<file path="src/rtl/fsmc_frontend_if.sv">
// FSMC pin-side and back-end request/response signals of the FSMC front end.
// The slave modport is the front end's view; master is the bus/back-end side.
interface fsmc_frontend_if #(
  parameter int AW = 2,
  parameter int DW = 16
);
  logic          nce;
  logic          noe;
  logic          nwe;
  logic [AW-1:0] addr;
  logic [DW-1:0] data_in;
  logic [DW-1:0] data_out;
  logic          data_oe;
  logic          wr_stb;
  logic [AW-1:0] wr_addr;
  logic [DW-1:0] wr_data;
  logic          rd_stb;
  logic [AW-1:0] rd_addr;
  logic [DW-1:0] rd_data;
  logic          rd_valid;
  logic          err_pulse;
  logic [7:0]    err_cnt;
  logic          busy;

  modport slave (
    input  nce, noe, nwe, addr, data_in, rd_data, rd_valid,
    output data_out, data_oe, wr_stb, wr_addr, wr_data, rd_stb, rd_addr,
           err_pulse, err_cnt, busy
  );

  modport master (
    output nce, noe, nwe, addr, data_in, rd_data, rd_valid,
    input  data_out, data_oe, wr_stb, wr_addr, wr_data, rd_stb, rd_addr,
           err_pulse, err_cnt, busy
  );
endinterface

</file>
<file path="src/rtl/fsmc_frontend.sv">
// FSMC slave front end: synchronises async strobes, aligns addr/data with them,
// and turns bus cycles into single-cycle read/write requests plus error tracking.
module fsmc_frontend #(
  parameter int AW   = 2,
  parameter int DW   = 16,
  parameter int SYNC = 2,
  parameter int FILT = 1
) (
  input  logic           clk,
  input  logic           rst,
  fsmc_frontend_if.slave bus
);
  localparam int FW = $clog2(FILT + 1);
  localparam int CW = $clog2(SYNC + 1);

  typedef enum logic [2:0] {IDLE, WR_ACTIVE, RD_WAIT, RD_DRIVE, ABORT} state_t;

  state_t                  state_q, state_d;
  logic [SYNC-1:0]         nce_q, noe_q, nwe_q;
  logic [SYNC-1:0][AW-1:0] addr_q;
  logic [SYNC-1:0][DW-1:0] din_q;
  logic [FW-1:0]           oe_flt_q, we_flt_q;
  logic [CW-1:0]           flush_q;
  logic                    armed_q;
  logic [DW-1:0]           data_out_q, data_out_d;
  logic [7:0]              err_cnt_q;

  logic nce_s, noe_s, nwe_s, sel, oe_acc, we_acc, flush_done;
  logic wr_stb, rd_stb, err, oe;

  assign nce_s      = nce_q[SYNC-1];
  assign noe_s      = noe_q[SYNC-1];
  assign nwe_s      = nwe_q[SYNC-1];
  assign sel        = ~nce_s;
  assign oe_acc     = ~noe_s && (oe_flt_q >= FW'(FILT - 1));
  assign we_acc     = ~nwe_s && (we_flt_q >= FW'(FILT - 1));
  // Synchronisers read all-ones for SYNC cycles after reset; ignore pins until flushed.
  assign flush_done = (flush_q == CW'(SYNC));

  always_ff @(posedge clk) begin
    if (rst) begin
      state_q    <= IDLE;
      nce_q      <= '1;
      noe_q      <= '1;
      nwe_q      <= '1;
      addr_q     <= '0;
      din_q      <= '0;
      oe_flt_q   <= '0;
      we_flt_q   <= '0;
      flush_q    <= '0;
      armed_q    <= 1'b0;
      data_out_q <= '0;
      err_cnt_q  <= '0;
    end else begin
      state_q    <= state_d;
      nce_q      <= {nce_q[SYNC-2:0], bus.nce};
      noe_q      <= {noe_q[SYNC-2:0], bus.noe};
      nwe_q      <= {nwe_q[SYNC-2:0], bus.nwe};
      addr_q     <= {addr_q[SYNC-2:0], bus.addr};
      din_q      <= {din_q[SYNC-2:0], bus.data_in};
      if (noe_s) oe_flt_q <= '0;
      else if (oe_flt_q != FW'(FILT)) oe_flt_q <= oe_flt_q + 1'b1;
      if (nwe_s) we_flt_q <= '0;
      else if (we_flt_q != FW'(FILT)) we_flt_q <= we_flt_q + 1'b1;
      if (!flush_done) flush_q <= flush_q + 1'b1;
      armed_q    <= flush_done;
      data_out_q <= data_out_d;
      if (err && err_cnt_q != 8'hFF) err_cnt_q <= err_cnt_q + 8'd1;
    end
  end

  always_comb begin
    state_d    = state_q;
    data_out_d = data_out_q;
    wr_stb     = 1'b0;
    rd_stb     = 1'b0;
    err        = 1'b0;
    oe         = 1'b0;
    case (state_q)
      IDLE: begin
        if (flush_done) begin
          // First look after reset: a cycle already in flight is sat out in ABORT.
          if (!armed_q) begin
            if (~noe_s || ~nwe_s || ~nce_s) state_d = ABORT;
          end else if (sel) begin
            if (oe_acc && we_acc) begin
              state_d = ABORT;
              err     = 1'b1;
            end else if (we_acc) begin
              state_d = WR_ACTIVE;
            end else if (oe_acc) begin
              state_d = RD_WAIT;
              rd_stb  = 1'b1;
            end
          end
        end
      end
      WR_ACTIVE: begin
        if (~noe_s) begin
          state_d = ABORT;
          err     = 1'b1;
        end else if (nwe_s) begin
          state_d = IDLE;
          wr_stb  = 1'b1;
        end else if (nce_s) begin
          state_d = IDLE;
          err     = 1'b1;
        end
      end
      RD_WAIT: begin
        if (noe_s || nce_s) begin
          state_d = IDLE;
          err     = 1'b1;
        end else if (bus.rd_valid) begin
          data_out_d = bus.rd_data;
          state_d    = RD_DRIVE;
        end
      end
      RD_DRIVE: begin
        if (noe_s || nce_s) begin
          state_d = IDLE;
        end else if (~nwe_s) begin
          state_d = ABORT;
          err     = 1'b1;
        end else begin
          oe = 1'b1;
        end
      end
      ABORT: begin
        if (noe_s && nwe_s && nce_s) state_d = IDLE;
      end
      default: state_d = IDLE;
    endcase
  end

  assign bus.data_out  = data_out_q;
  assign bus.data_oe   = oe;
  assign bus.wr_stb    = wr_stb;
  assign bus.wr_addr   = wr_stb ? addr_q[SYNC-1] : '0;
  assign bus.wr_data   = wr_stb ? din_q[SYNC-1] : '0;
  assign bus.rd_stb    = rd_stb;
  assign bus.rd_addr   = rd_stb ? addr_q[SYNC-1] : '0;
  assign bus.err_pulse = err;
  assign bus.err_cnt   = err_cnt_q;
  assign bus.busy      = (state_q != IDLE);
endmodule

</file>
<file path="src/flat_wrapper.sv">
// flat-port wrapper written by rule: the top's interface ports become plain ports
module fsmc_frontend_flat 
#(
  parameter int AW   = 2,
  parameter int DW   = 16,
  parameter int SYNC = 2,
  parameter int FILT = 1
)
  (clk, rst, bus_nce, bus_noe, bus_nwe, bus_addr, bus_data_in, bus_rd_data, bus_rd_valid, bus_data_out, bus_data_oe, bus_wr_stb, bus_wr_addr, bus_wr_data, bus_rd_stb, bus_rd_addr, bus_err_pulse, bus_err_cnt, bus_busy);
  fsmc_frontend_if #(.AW(AW), .DW(DW)) bus_i ();
  input  logic clk;
  input  logic rst;
  input wire logic [$bits(bus_i.nce)-1:0] bus_nce;
  input wire logic [$bits(bus_i.noe)-1:0] bus_noe;
  input wire logic [$bits(bus_i.nwe)-1:0] bus_nwe;
  input wire logic [$bits(bus_i.addr)-1:0] bus_addr;
  input wire logic [$bits(bus_i.data_in)-1:0] bus_data_in;
  input wire logic [$bits(bus_i.rd_data)-1:0] bus_rd_data;
  input wire logic [$bits(bus_i.rd_valid)-1:0] bus_rd_valid;
  output wire logic [$bits(bus_i.data_out)-1:0] bus_data_out;
  output wire logic [$bits(bus_i.data_oe)-1:0] bus_data_oe;
  output wire logic [$bits(bus_i.wr_stb)-1:0] bus_wr_stb;
  output wire logic [$bits(bus_i.wr_addr)-1:0] bus_wr_addr;
  output wire logic [$bits(bus_i.wr_data)-1:0] bus_wr_data;
  output wire logic [$bits(bus_i.rd_stb)-1:0] bus_rd_stb;
  output wire logic [$bits(bus_i.rd_addr)-1:0] bus_rd_addr;
  output wire logic [$bits(bus_i.err_pulse)-1:0] bus_err_pulse;
  output wire logic [$bits(bus_i.err_cnt)-1:0] bus_err_cnt;
  output wire logic [$bits(bus_i.busy)-1:0] bus_busy;
  assign bus_i.nce = bus_nce;
  assign bus_i.noe = bus_noe;
  assign bus_i.nwe = bus_nwe;
  assign bus_i.addr = bus_addr;
  assign bus_i.data_in = bus_data_in;
  assign bus_i.rd_data = bus_rd_data;
  assign bus_i.rd_valid = bus_rd_valid;
  assign bus_data_out = bus_i.data_out;
  assign bus_data_oe = bus_i.data_oe;
  assign bus_wr_stb = bus_i.wr_stb;
  assign bus_wr_addr = bus_i.wr_addr;
  assign bus_wr_data = bus_i.wr_data;
  assign bus_rd_stb = bus_i.rd_stb;
  assign bus_rd_addr = bus_i.rd_addr;
  assign bus_err_pulse = bus_i.err_pulse;
  assign bus_err_cnt = bus_i.err_cnt;
  assign bus_busy = bus_i.busy;
  fsmc_frontend #(.AW(AW), .DW(DW), .SYNC(SYNC), .FILT(FILT)) u_core (.clk(clk), .rst(rst), .bus(bus_i));
endmodule
</file>
<file path="config.mk">
export PLATFORM = sky130hd
export DESIGN_NAME = fsmc_frontend_flat
export DESIGN_NICKNAME = d
export VERILOG_FILES = /design/src/rtl/fsmc_frontend_if.sv /design/src/rtl/fsmc_frontend.sv /design/src/flat_wrapper.sv
export SDC_FILE = /design/constraint.sdc
export NUM_CORES = 1
export LEC_CHECK = 0
export ABC_AREA = 1
export ABC_CLOCK_PERIOD_IN_PS = 1900
export CAP_MARGIN = 10
export CORE_MARGIN = 2
export CORE_UTILIZATION = 25
export DETAILED_ROUTE_END_ITERATION = 8
export PLACE_DENSITY_LB_ADDON = 0.05
export SYNTH_ARGS = -nofsm -noshare
export SYNTH_HDL_FRONTEND = slang
export SYNTH_SLANG_ARGS = --single-unit
</file>
<file path="constraint.sdc">
create_clock -name clk -period 1.9 [get_ports clk]
set_input_delay 0.38 -clock clk [delete_from_list [all_inputs] [get_ports clk]]
set_output_delay 0.38 -clock clk [all_outputs]
set_load 0.02 [all_outputs]
</file>
==> impl_results.html, run 1 <==
<table>
<tr><th>Metric</th><th>Value</th></tr>
<tr><th colspan="2">Floorplan</th></tr>
<tr><td>DIE WIDTH</td><td>110 um</td></tr>
<tr><td>Total core area</td><td>0.0109 mm2</td></tr>
<tr><td>Top-level port count</td><td>89</td></tr>
<tr><td>Starting density of the core</td><td>25.8%</td></tr>
<tr><td>Count of standard-cell rows</td><td>38</td></tr>
<tr><td>Floorplan die area</td><td>0.0122 mm2</td></tr>
<tr><td>Chip height</td><td>110 um</td></tr>
<tr><th colspan="2">Critical path</th></tr>
<tr><td>Cell breakdown of the critical path</td><td>inv_1 -&gt; buf_4 -&gt; nand3_1 -&gt; nor2_1 -&gt; nor2_2 -&gt; nand3_2 -&gt; buf_2</td></tr>
<tr><td>Endpoint of the worst register-to-register path</td><td>u_core.bus.err_cnt[2]</td></tr>
<tr><td>Family with the most delay on the worst path</td><td>simple AND/OR/NAND/NOR gates</td></tr>
<tr><td>Startpoint class of the critical path</td><td>flip-flop</td></tr>
<tr><td>Setup slack on the worst flop-to-flop path</td><td>280 ps</td></tr>
<tr><td>Slowest stage cell on the critical path</td><td>dfxtp_2</td></tr>
<tr><td>Highest net fanout along the worst path</td><td>3</td></tr>
<tr><td>RR Startpoint</td><td>u_core.bus.err_cnt[0]</td></tr>
<tr><td>Number of cell instances on the worst register-to-register path</td><td>7</td></tr>
<tr><td>Arrival time at the worst endpoint</td><td>1450 ps</td></tr>
<tr><td>Endpoint class of the critical path</td><td>output pin</td></tr>
<tr><td>WS Path Type</td><td>reg2out</td></tr>
<tr><td>Delay of the slowest cell on the worst path</td><td>360 ps</td></tr>
<tr><td>Combined buffer and inverter count along the critical path</td><td>3</td></tr>
<tr><td>Worst Path Required</td><td>1520 ps</td></tr>
<tr><th colspan="2">Detailed routing</th></tr>
<tr><td>Total wire length</td><td>6730 um</td></tr>
<tr><td>Remaining DRCs</td><td>0</td></tr>
<tr><td>Remaining antenna violation count after routing</td><td>0</td></tr>
<tr><td>Pre-Repair DR Iteration Count</td><td>4</td></tr>
<tr><td>Final routed wire length divided by cell count</td><td>10.5 um</td></tr>
<tr><td>Via total after detailed routing</td><td>2,531</td></tr>
<tr><td>Via density per instance</td><td>3.97</td></tr>
<tr><td>1st-iter DRT viols</td><td>112</td></tr>
<tr><th colspan="2">Clock tree</th></tr>
<tr><td>Clock-pin transition on the worst setup and hold timing paths</td><td>60 ps</td></tr>
<tr><td>Hold Buf Count CTS</td><td>0</td></tr>
<tr><td>Insertion delay of the later-clocked pin in the worst-skew pair</td><td>330 ps</td></tr>
<tr><td>Total CTS buffers</td><td>9</td></tr>
<tr><td>TritonCTS clock tree</td><td>yes</td></tr>
<tr><td>Clock sinks</td><td>72</td></tr>
<tr><td>H-tree level count</td><td>3</td></tr>
<tr><td>Root buffer cell</td><td>clkbuf_16</td></tr>
<tr><td>Clock Path Buffers</td><td>2</td></tr>
<tr><th colspan="2">Final layout</th></tr>
<tr><td>Post-Route Utilization</td><td>39.6%</td></tr>
<tr><td># nets final</td><td>534</td></tr>
<tr><td>Filler Cells Inserted</td><td>1,160</td></tr>
<tr><td>Area of all placed cells without fillers</td><td>0.00433 mm2</td></tr>
<tr><td>Synth-to-Final Area Change</td><td>53.2%</td></tr>
<tr><td>Commonest non-fill, non-tap cell in the layout</td><td>nor2_1</td></tr>
<tr><td>Share of layout cells above drive strength 1</td><td>19.9%</td></tr>
<tr><td>Most frequent cells in the layout</td><td>98 x nor2_1, 70 x inv_1, 69 x dfxtp_1, 61 x clkdlybuf4s50_1, 37 x buf_4</td></tr>
<tr><th colspan="2">Synthesis</th></tr>
<tr><td>Top-area cell type share of the netlist area</td><td>51.0%</td></tr>
<tr><td>Number of warnings issued by yosys</td><td>0</td></tr>
<tr><td>Synth Cell Area</td><td>0.00283 mm2</td></tr>
<tr><td>Synthesized netlist cell count</td><td>378</td></tr>
<tr><td>Synthesis-stage register bit count</td><td>72</td></tr>
<tr><td>Post-synthesis cell type count</td><td>27</td></tr>
<tr><td>Share of the yosys chip area belonging to registers</td><td>51.0%</td></tr>
<tr><td>Synth area leader</td><td>dfxtp_1</td></tr>
<tr><td>Average size of a mapped cell</td><td>7.48 um2</td></tr>
<tr><td>Synth area leaders</td><td>dfxtp_1 51%, nor2_1 14%, inv_1 9.3%, nand2_1 4.1%, nand3_1 3.0%</td></tr>
<tr><td>Synthesized net count</td><td>420</td></tr>
<tr><th colspan="2">Global routing</th></tr>
<tr><td>Antenna violations before repair</td><td>1</td></tr>
<tr><td>First-pass GRT wire length</td><td>10,600 um</td></tr>
<tr><td>Largest net degree at the start of global routing</td><td>37</td></tr>
<tr><td>Number of global-route vias before repair</td><td>2,274</td></tr>
<tr><td>Met3 track demand over resource in global routing</td><td>3.35%</td></tr>
<tr><td>Residual overflow from global routing</td><td>0</td></tr>
<tr><td>GRT Overall Usage</td><td>11.4%</td></tr>
<tr><td>Met2 Use GR</td><td>17.9%</td></tr>
<tr><td>Most congested layer reported by global routing</td><td>met2</td></tr>
<tr><td>Met1 Resource Use GR</td><td>14.0%</td></tr>
<tr><th colspan="2">Pwr</th></tr>
<tr><td>Power Density</td><td>1060 mW/mm2</td></tr>
<tr><td>Worst supply voltage drop on vdd</td><td>470 uV</td></tr>
<tr><td>Leakage power</td><td>1.91 nW</td></tr>
<tr><th colspan="2">Placed design</th></tr>
<tr><td>Routability congestion estimate from global placement</td><td>0.825</td></tr>
<tr><td># port buffers</td><td>88</td></tr>
<tr><td>Placed Area</td><td>0.00402 mm2</td></tr>
<tr><td>HPWL reported at the end of detailed placement</td><td>4750 um</td></tr>
<tr><th colspan="2">Timing</th></tr>
<tr><td>Worst-case clock skew</td><td>9.43 ps</td></tr>
<tr><td>Minimum clock period after layout</td><td>1830 ps</td></tr>
<tr><td>Fin. Hold Viols</td><td>0</td></tr>
<tr><td>Final max-slew violation count</td><td>0</td></tr>
<tr><td>Relative slew margins</td><td>57.2%</td></tr>
<tr><td>Setup TNS</td><td>0 ps</td></tr>
<tr><td>Setup repair after global routing missed its margin</td><td>true</td></tr>
<tr><td>Fmax</td><td>546 MHz</td></tr>
<tr><td>Final Cycle Share</td><td>96.3%</td></tr>
<tr><td>Final setup vio count</td><td>0</td></tr>
<tr><td>Actual transition at the worst max-transition pin</td><td>641 ps</td></tr>
<tr><th colspan="2">Outcome</th></tr>
<tr><td>Run status</td><td>finished, final reports clean</td></tr>
<tr><th colspan="2">Min path</th></tr>
<tr><td>Number of cells on the worst hold path</td><td>2</td></tr>
<tr><td>Path category of the worst min-delay check</td><td>reg2reg</td></tr>
<tr><td>Hold Startpoint</td><td>u_core.din_q[15]</td></tr>
<tr><td>Min-Delay Endpoint</td><td>u_core.din_q[31]</td></tr>
<tr><th colspan="2">Job</th></tr>
<tr><td>Max-cap violation count</td><td>0</td></tr>
</table>
-- layout make-up --
cell class                 count  area [um2]  share of cell area [%]
antenna                        1        2.50                  0.0578
clock buffer                  10         229                    5.29
clock inverter                 6         115                    2.66
inverter                      72         272                    6.27
multi-input combinational    222        1070                    24.8
sequential                    72        1450                    33.4
tap                          140         175                    4.05
timing repair buffer         115        1020                    23.5
-- worst reg2reg max path: stages, from the launching register on --
cell and delay, ps:
dfxtp_1 420, ha_1 240, nand2_1 120, nor3_4 230, nand3_4 170, nand2_2 190, nand2_1 70, a21oi_1 120
-- synth_stat cells --
| cell | number |
|---|---|
| xor2_1 | 4 |
| nand3_4 | 1 |
| buf_2 | 1 |
| nand3_2 | 2 |
| nand3b_1 | 1 |
| nand3_1 | 17 |
| or2_2 | 6 |
| nand4_1 | 3 |
| nor2_4 | 3 |
| o21ai_1 | 10 |
| nor2_1 | 103 |
| inv_1 | 70 |
| inv_2 | 1 |
| nor2_2 | 4 |
| ha_1 | 2 |
| a21oi_1 | 15 |
| dfxtp_1 | 72 |
| o211ai_1 | 1 |
| nand2_2 | 4 |
| clkinv_2 | 1 |
| nor3_2 | 1 |
| nand2_4 | 1 |
| o21ai_0 | 11 |
| buf_6 | 2 |
| nand2_1 | 31 |
| nor3_1 | 2 |
| clkbuf_1 | 9 |
-- logic make-up (layout without fill, tap and decap cells) --
kind of cell	Yosys count	count (layout)	share of synthesized area (%)
other cells	0	1	0
fa+ha+maj	2	2	0.885
flops	72	72	51.0
buf+inv	84	203	11.8
simple gates	179	179	28.5
compound gates	37	37	6.64
xor+xnor	4	4	1.24
-- flip-flops by register name, indices dropped and copies added, names as in the netlist --
name	flops
u_core.bus.data_out	16
u_core.armed_q	1
u_core.state_q	3
u_core.bus.err_cnt	8
u_core.nce_q	2
u_core.noe_q	2
u_core.din_q	32
u_core.addr_q	4
u_core.flush_q	2
u_core.nwe_q	2
-- stage by stage --
step	std cells	hold slack [ps]	setup WS (ps)	power [mW]
4_1_cts	636	401	16.0	4.62
2_1_floorplan	378	388	212	2.22
6_report	638	401	70.1	4.58
3_5_place_dp	620	393	-77.8	2.68
3_3_place_gp	620	389	-74.1	2.68
5_1_grt	637	415	-30.9	4.83
-- power breakdown --
| part | internal [mW] | switching, mW |
|---|---|---|
| clock network | 1.29 | 0.649 |
| registers | 1.61 | 0.0676 |
| logic | 0.455 | 0.512 |
-- worst max path at each step --
stage / slack (ps) / cells past startpoint / to / from
6_report: 70 / 7 / bus_err_pulse / u_core.state_q[2]
5_1_grt: -30 / 7 / bus_wr_data[0] / u_core.state_q[2]
4_1_cts: 20 / 6 / bus_rd_stb / u_core.state_q[0]
3_5_place_dp: -80 / 6 / bus_err_pulse / u_core.state_q[0]
3_3_place_gp: -70 / 5 / bus_err_pulse / u_core.state_q[1]
2_1_floorplan: 210 / 5 / bus_wr_data[0] / u_core.state_q[0]
-- timing repair --
| action | CTS | global route |
|---|---|---|
| cloned | 0 | 0 |
| buffers inserted | 0 | 1 |
| gates resized for setup | 94 | 29 |
| endpoints found under the setup margin | 25 | 25 |
| pin swaps | 0 | 0 |
-- metal layers --
layer | vias up | part of all wire (%)
met4 | 0 | 1.8
met2 | 68 | 43
met5 | - | 0
met1 | 1085 | 48
met3 | 9 | 7.6
li1 | 1369 | -
(Power assumes the default switching activity.)
==> run 2: changes to the inputs <==
--- a/config.mk
+++ b/config.mk
@@ -5,7 +5,6 @@
 export SDC_FILE = /design/constraint.sdc
 export NUM_CORES = 1
 export LEC_CHECK = 0
-export ABC_AREA = 1
 export ABC_CLOCK_PERIOD_IN_PS = 1900
 export CAP_MARGIN = 10
 export CORE_MARGIN = 2
==> run 2 against run 1 <==
The flow now finishes with violations (setup timing). Non-clock buffer count increased by 12. Combinational power decreased by 9.2%. Clock skew shrank 2.0 ps. Clock-buffer cell count shrank 1. Setup slack got worse by 170 ps. Fmax fell by 8.7%. Via count fell by 8.2%. First-iteration DRC count down 44%. Sequential share of layout area is 0.19 points lower. Die area shrank 3.2%. Worst hold slack gained 6.6 ps. Critical path depth shrank 2.
==> impl_results.html, run 2 <==
<table>
<tr><th>Metric</th><th>Value</th></tr>
<tr><th colspan="2">Outcome</th></tr>
<tr><td>Run status</td><td>finished with violations</td></tr>
<tr><td>Violations in the final reports</td><td>setup timing</td></tr>
<tr><th colspan="2">Timing</th></tr>
<tr><td>Final setup vio count</td><td>19 (+19)</td></tr>
<tr><td>Relative slew margins</td><td>58.4% (+1.1 points)</td></tr>
<tr><td>Setup repair after global routing missed its margin</td><td>true</td></tr>
<tr><td>Worst-case clock skew</td><td>7.47 ps (-1.96 ps)</td></tr>
<tr><td>Post-layout worst setup margin</td><td>-104 ps (-174 ps)</td></tr>
<tr><td>Setup TNS</td><td>-1560 ps (-1560 ps)</td></tr>
<tr><td>Min Hold Slack</td><td>408 ps (+6.61 ps)</td></tr>
<tr><td>Actual transition at the worst max-transition pin</td><td>624 ps (-16.5 ps)</td></tr>
<tr><td>Final Cycle Share</td><td>105% (+9.2 points)</td></tr>
<tr><td>Minimum clock period after layout</td><td>2000 ps (+174 ps)</td></tr>
<tr><td>Fmax</td><td>499 MHz (-8.7%)</td></tr>
<tr><td>Final max-slew violation count</td><td>0 (unchanged)</td></tr>
<tr><td>Fin. Hold Viols</td><td>0 (unchanged)</td></tr>
<tr><th colspan="2">Synthesis</th></tr>
<tr><td>Share of flip-flops with an asynchronous set or reset after synthesis</td><td>0% (unchanged)</td></tr>
<tr><td>Synth area leader</td><td>dfxtp_1</td></tr>
<tr><td>Synthesized net count</td><td>335 (-20%)</td></tr>
<tr><td>Number of warnings issued by yosys</td><td>0 (unchanged)</td></tr>
<tr><td>Synthesized netlist cell count</td><td>293 (-22%)</td></tr>
<tr><td>Dominant cell by count in the synthesized netlist</td><td>dfxtp_1</td></tr>
<tr><td>Number of enable-type register cells in the synthesized netlist</td><td>0 (unchanged)</td></tr>
<tr><td>Average size of a mapped cell</td><td>9.33 um2 (+25%)</td></tr>
<tr><td>Most used flip-flop cell after synthesis</td><td>dfxtp_1</td></tr>
<tr><td>Synth Cell Area</td><td>0.00273 mm2 (-3.3%)</td></tr>
<tr><td>Synthesis-stage register bit count</td><td>72 (unchanged)</td></tr>
<tr><td>Post-synthesis cell type count</td><td>46 (+70%)</td></tr>
<tr><td>Share of the yosys chip area belonging to registers</td><td>52.7% (+1.7 points)</td></tr>
<tr><td>Synth area leaders</td><td>dfxtp_1 53%, nor2b_1 9.4%, nand2_1 5.6%, and2_1 4.6%, a21oi_1 4.2%</td></tr>
<tr><td>Most frequent cells after synthesis</td><td>72 x dfxtp_1, 41 x nand2_1, 41 x nor2b_1</td></tr>
<tr><td>Top-area cell type share of the netlist area</td><td>52.7% (+1.7 points)</td></tr>
<tr><th colspan="2">Pwr</th></tr>
<tr><td>Power Density</td><td>851 mW/mm2 (-20%)</td></tr>
<tr><td>Worst supply voltage drop on vdd</td><td>291 uV (-38%)</td></tr>
<tr><td>Leakage power</td><td>1.71 nW (-10%)</td></tr>
<tr><th colspan="2">Final layout</th></tr>
<tr><td>Antenna diode instance count</td><td>0 (-1)</td></tr>
<tr><td>Filler Cells Inserted</td><td>1,106 (-4.7%)</td></tr>
<tr><td># nets final</td><td>454 (-15%)</td></tr>
<tr><td>Non-filler instance count after layout</td><td>556 (-13%)</td></tr>
<tr><td>Register with the most flip-flops</td><td>u_core.din_q</td></tr>
<tr><td>Sequential cell area</td><td>0.00145 mm2 (+0.35%)</td></tr>
<tr><td>Flip-flop count of the largest register, all copies and words added</td><td>32 (unchanged)</td></tr>
<tr><td>Post-Route Utilization</td><td>40.7% (+1.1 points)</td></tr>
<tr><td>Share of layout cells above drive strength 1</td><td>31.0% (+11 points)</td></tr>
<tr><td>Synth-to-Final Area Change</td><td>59.8%</td></tr>
<tr><td>Area taken by multi-input logic gates</td><td>0.00127 mm2 (+19%)</td></tr>
<tr><td>Commonest non-fill, non-tap cell in the layout</td><td>dfxtp_1</td></tr>
<tr><td>Most frequent cells in the layout</td><td>67 x dfxtp_1, 62 x clkdlybuf4s50_1, 39 x nand2_1, 39 x nor2b_1, 30 x buf_4</td></tr>
<tr><th colspan="2">Min path</th></tr>
<tr><td>Path category of the worst min-delay check</td><td>reg2reg</td></tr>
<tr><td>Hold Startpoint</td><td>u_core.nwe_q[0]</td></tr>
<tr><th colspan="2">Global routing</th></tr>
<tr><td>Residual overflow from global routing</td><td>0 (unchanged)</td></tr>
<tr><td>Met2 Use GR</td><td>17.6% (-0.25 points)</td></tr>
<tr><td>GRT Overall Usage</td><td>11.9% (+0.50 points)</td></tr>
<tr><td>Met3 track demand over resource in global routing</td><td>4.16% (+0.81 points)</td></tr>
<tr><td>Most congested layer reported by global routing</td><td>met2</td></tr>
<tr><td>Number of global-route vias before repair</td><td>2,221 (-2.3%)</td></tr>
<tr><td>Largest net degree at the start of global routing</td><td>33 (-11%)</td></tr>
<tr><td>Antenna violations before repair</td><td>0 (-1)</td></tr>
<tr><td>First-pass GRT wire length</td><td>10,800 um (+2.0%)</td></tr>
<tr><td>Met1 Resource Use GR</td><td>15.7% (+1.7 points)</td></tr>
<tr><th colspan="2">Detailed routing</th></tr>
<tr><td>1st-iter DRT viols</td><td>63 (-44%)</td></tr>
<tr><td>Total wire length</td><td>6620 um (-1.7%)</td></tr>
<tr><td>Pre-Repair DR Iteration Count</td><td>4 (unchanged)</td></tr>
<tr><td>Via total after detailed routing</td><td>2,323 (-8.2%)</td></tr>
<tr><td>Remaining DRCs</td><td>0 (unchanged)</td></tr>
<tr><td>Final routed wire length divided by cell count</td><td>11.9 um (+13%)</td></tr>
<tr><td>Remaining antenna violation count after routing</td><td>0 (unchanged)</td></tr>
<tr><td>Via density per instance</td><td>4.18 (+5.3%)</td></tr>
<tr><th colspan="2">Critical path</th></tr>
<tr><td>Highest net fanout along the worst path</td><td>4 (+1)</td></tr>
<tr><td>WS Path Type</td><td>reg2out</td></tr>
<tr><td>Arrival time at the worst endpoint</td><td>1620 ps (+170 ps)</td></tr>
<tr><td>Endpoint class of the critical path</td><td>output pin</td></tr>
<tr><td>Crit path launch</td><td>u_core.state_q[2]</td></tr>
<tr><td>Worst Path Required</td><td>1520 ps (about the same)</td></tr>
<tr><td>Startpoint class of the critical path</td><td>flip-flop</td></tr>
<tr><td>RR Startpoint</td><td>u_core.state_q[2]</td></tr>
<tr><th colspan="2">Clock tree</th></tr>
<tr><td>Total CTS buffers</td><td>9 (unchanged)</td></tr>
<tr><td>Clock-pin transition on the worst setup and hold timing paths</td><td>80 ps (+20 ps)</td></tr>
<tr><td>Clock sinks</td><td>72 (unchanged)</td></tr>
<tr><td>Root buffer cell</td><td>clkbuf_8</td></tr>
<tr><td>Insertion delay of the later-clocked pin in the worst-skew pair</td><td>330 ps (about the same)</td></tr>
<tr><td>Clock Path Buffers</td><td>2 (unchanged)</td></tr>
<tr><td>H-tree level count</td><td>3 (unchanged)</td></tr>
<tr><td>TritonCTS clock tree</td><td>yes</td></tr>
<tr><th colspan="2">Floorplan</th></tr>
<tr><td>Top-level port count</td><td>89 (unchanged)</td></tr>
<tr><td>Total core area</td><td>0.0107 mm2 (-1.7%)</td></tr>
<tr><td>Chip height</td><td>109 um (-1.6%)</td></tr>
<tr><td>Count of standard-cell rows</td><td>38 (unchanged)</td></tr>
<tr><td>Starting density of the core</td><td>25.4% (-0.40 points)</td></tr>
<tr><td>DIE WIDTH</td><td>109 um (-1.6%)</td></tr>
<tr><td>Floorplan die area</td><td>0.0118 mm2 (-3.2%)</td></tr>
<tr><th colspan="2">Placed design</th></tr>
<tr><td># port buffers</td><td>88 (unchanged)</td></tr>
<tr><td>Routability congestion estimate from global placement</td><td>0.755 (-8.5%)</td></tr>
<tr><td>Dpl cells</td><td>536 (-14%)</td></tr>
<tr><td>HPWL reported at the end of detailed placement</td><td>4510 um (-5.1%)</td></tr>
<tr><th colspan="2">Job</th></tr>
<tr><td>Max-cap violation count</td><td>0 (unchanged)</td></tr>
</table>
## run 2: report_power, final
group          total [mW]  internal, mW  switching, mW
sequential           1.64          1.60         0.0430
clock                1.20         0.606          0.594
combinational       0.878         0.493          0.386
total                3.72          2.70           1.02
## run 2: metal layers
metal / vias to the layer above / wire (um)
li1: 1187 / -
met1: 1081 / 3090
met2: 53 / 3120
met3: 2 / 365
met4: 0 / 38
met5: - / 0
## run 2: stage by stage
stage                     worst slack (ps)  power, mW  cell area, um2
after floorplan                      -66.6       2.09            2760
after global placement                -335       2.45            3970
after detailed placement              -364       2.45            3970
after CTS                             -172       3.76            4280
after global routing                  -213       3.95            4370
final                                 -104       3.72            4370
## run 2: critical path, stage by stage, from the launching register on
cell	delay, ps
dfxtp_2	330
or3_4	430
nor3b_4	210
nand3_2	90
o21ai_2	90
buf_6	140
## run 2: cells by family (layout without fill, tap and decap cells)
family	after synthesis	in the layout	synth area share [%]
fa+ha+maj	2	2	0.915
flops	72	72	52.7
buf+inv	24	147	5.17
compound gates	43	43	9.93
simple gates	145	145	28.9
xor+xnor	5	5	1.60
mux	2	2	0.778
## run 2: layout make-up
cell class	instances	area share, %
multi-input cells	197	29.1
flip-flops and latches	72	33.2
clock inverters	6	1.58
inverters	5	0.430
clock buffers	9	2.84
well taps	140	4.01
repair buffers	127	28.8
## run 2: final timing paths
kind | slack [ps] | cells past startpoint | to
worst min-delay path | 410 | 1 | u_core.nwe_q[1]
worst max register to register | 50 | 7 | u_core.bus.err_cnt[7]
worst max-delay path | -100 | 5 | bus_err_pulse
worst min register to register | 410 | 1 | u_core.nwe_q[1]
## run 2: timing repair
action / CTS / global route
setup buffers: 3 / 2
cloned: 1 / 0
hold buffers: 0 / 0
setup endpoints to repair: 27 / 29
pin swaps: 24 / 10
resized for setup: 163 / 26
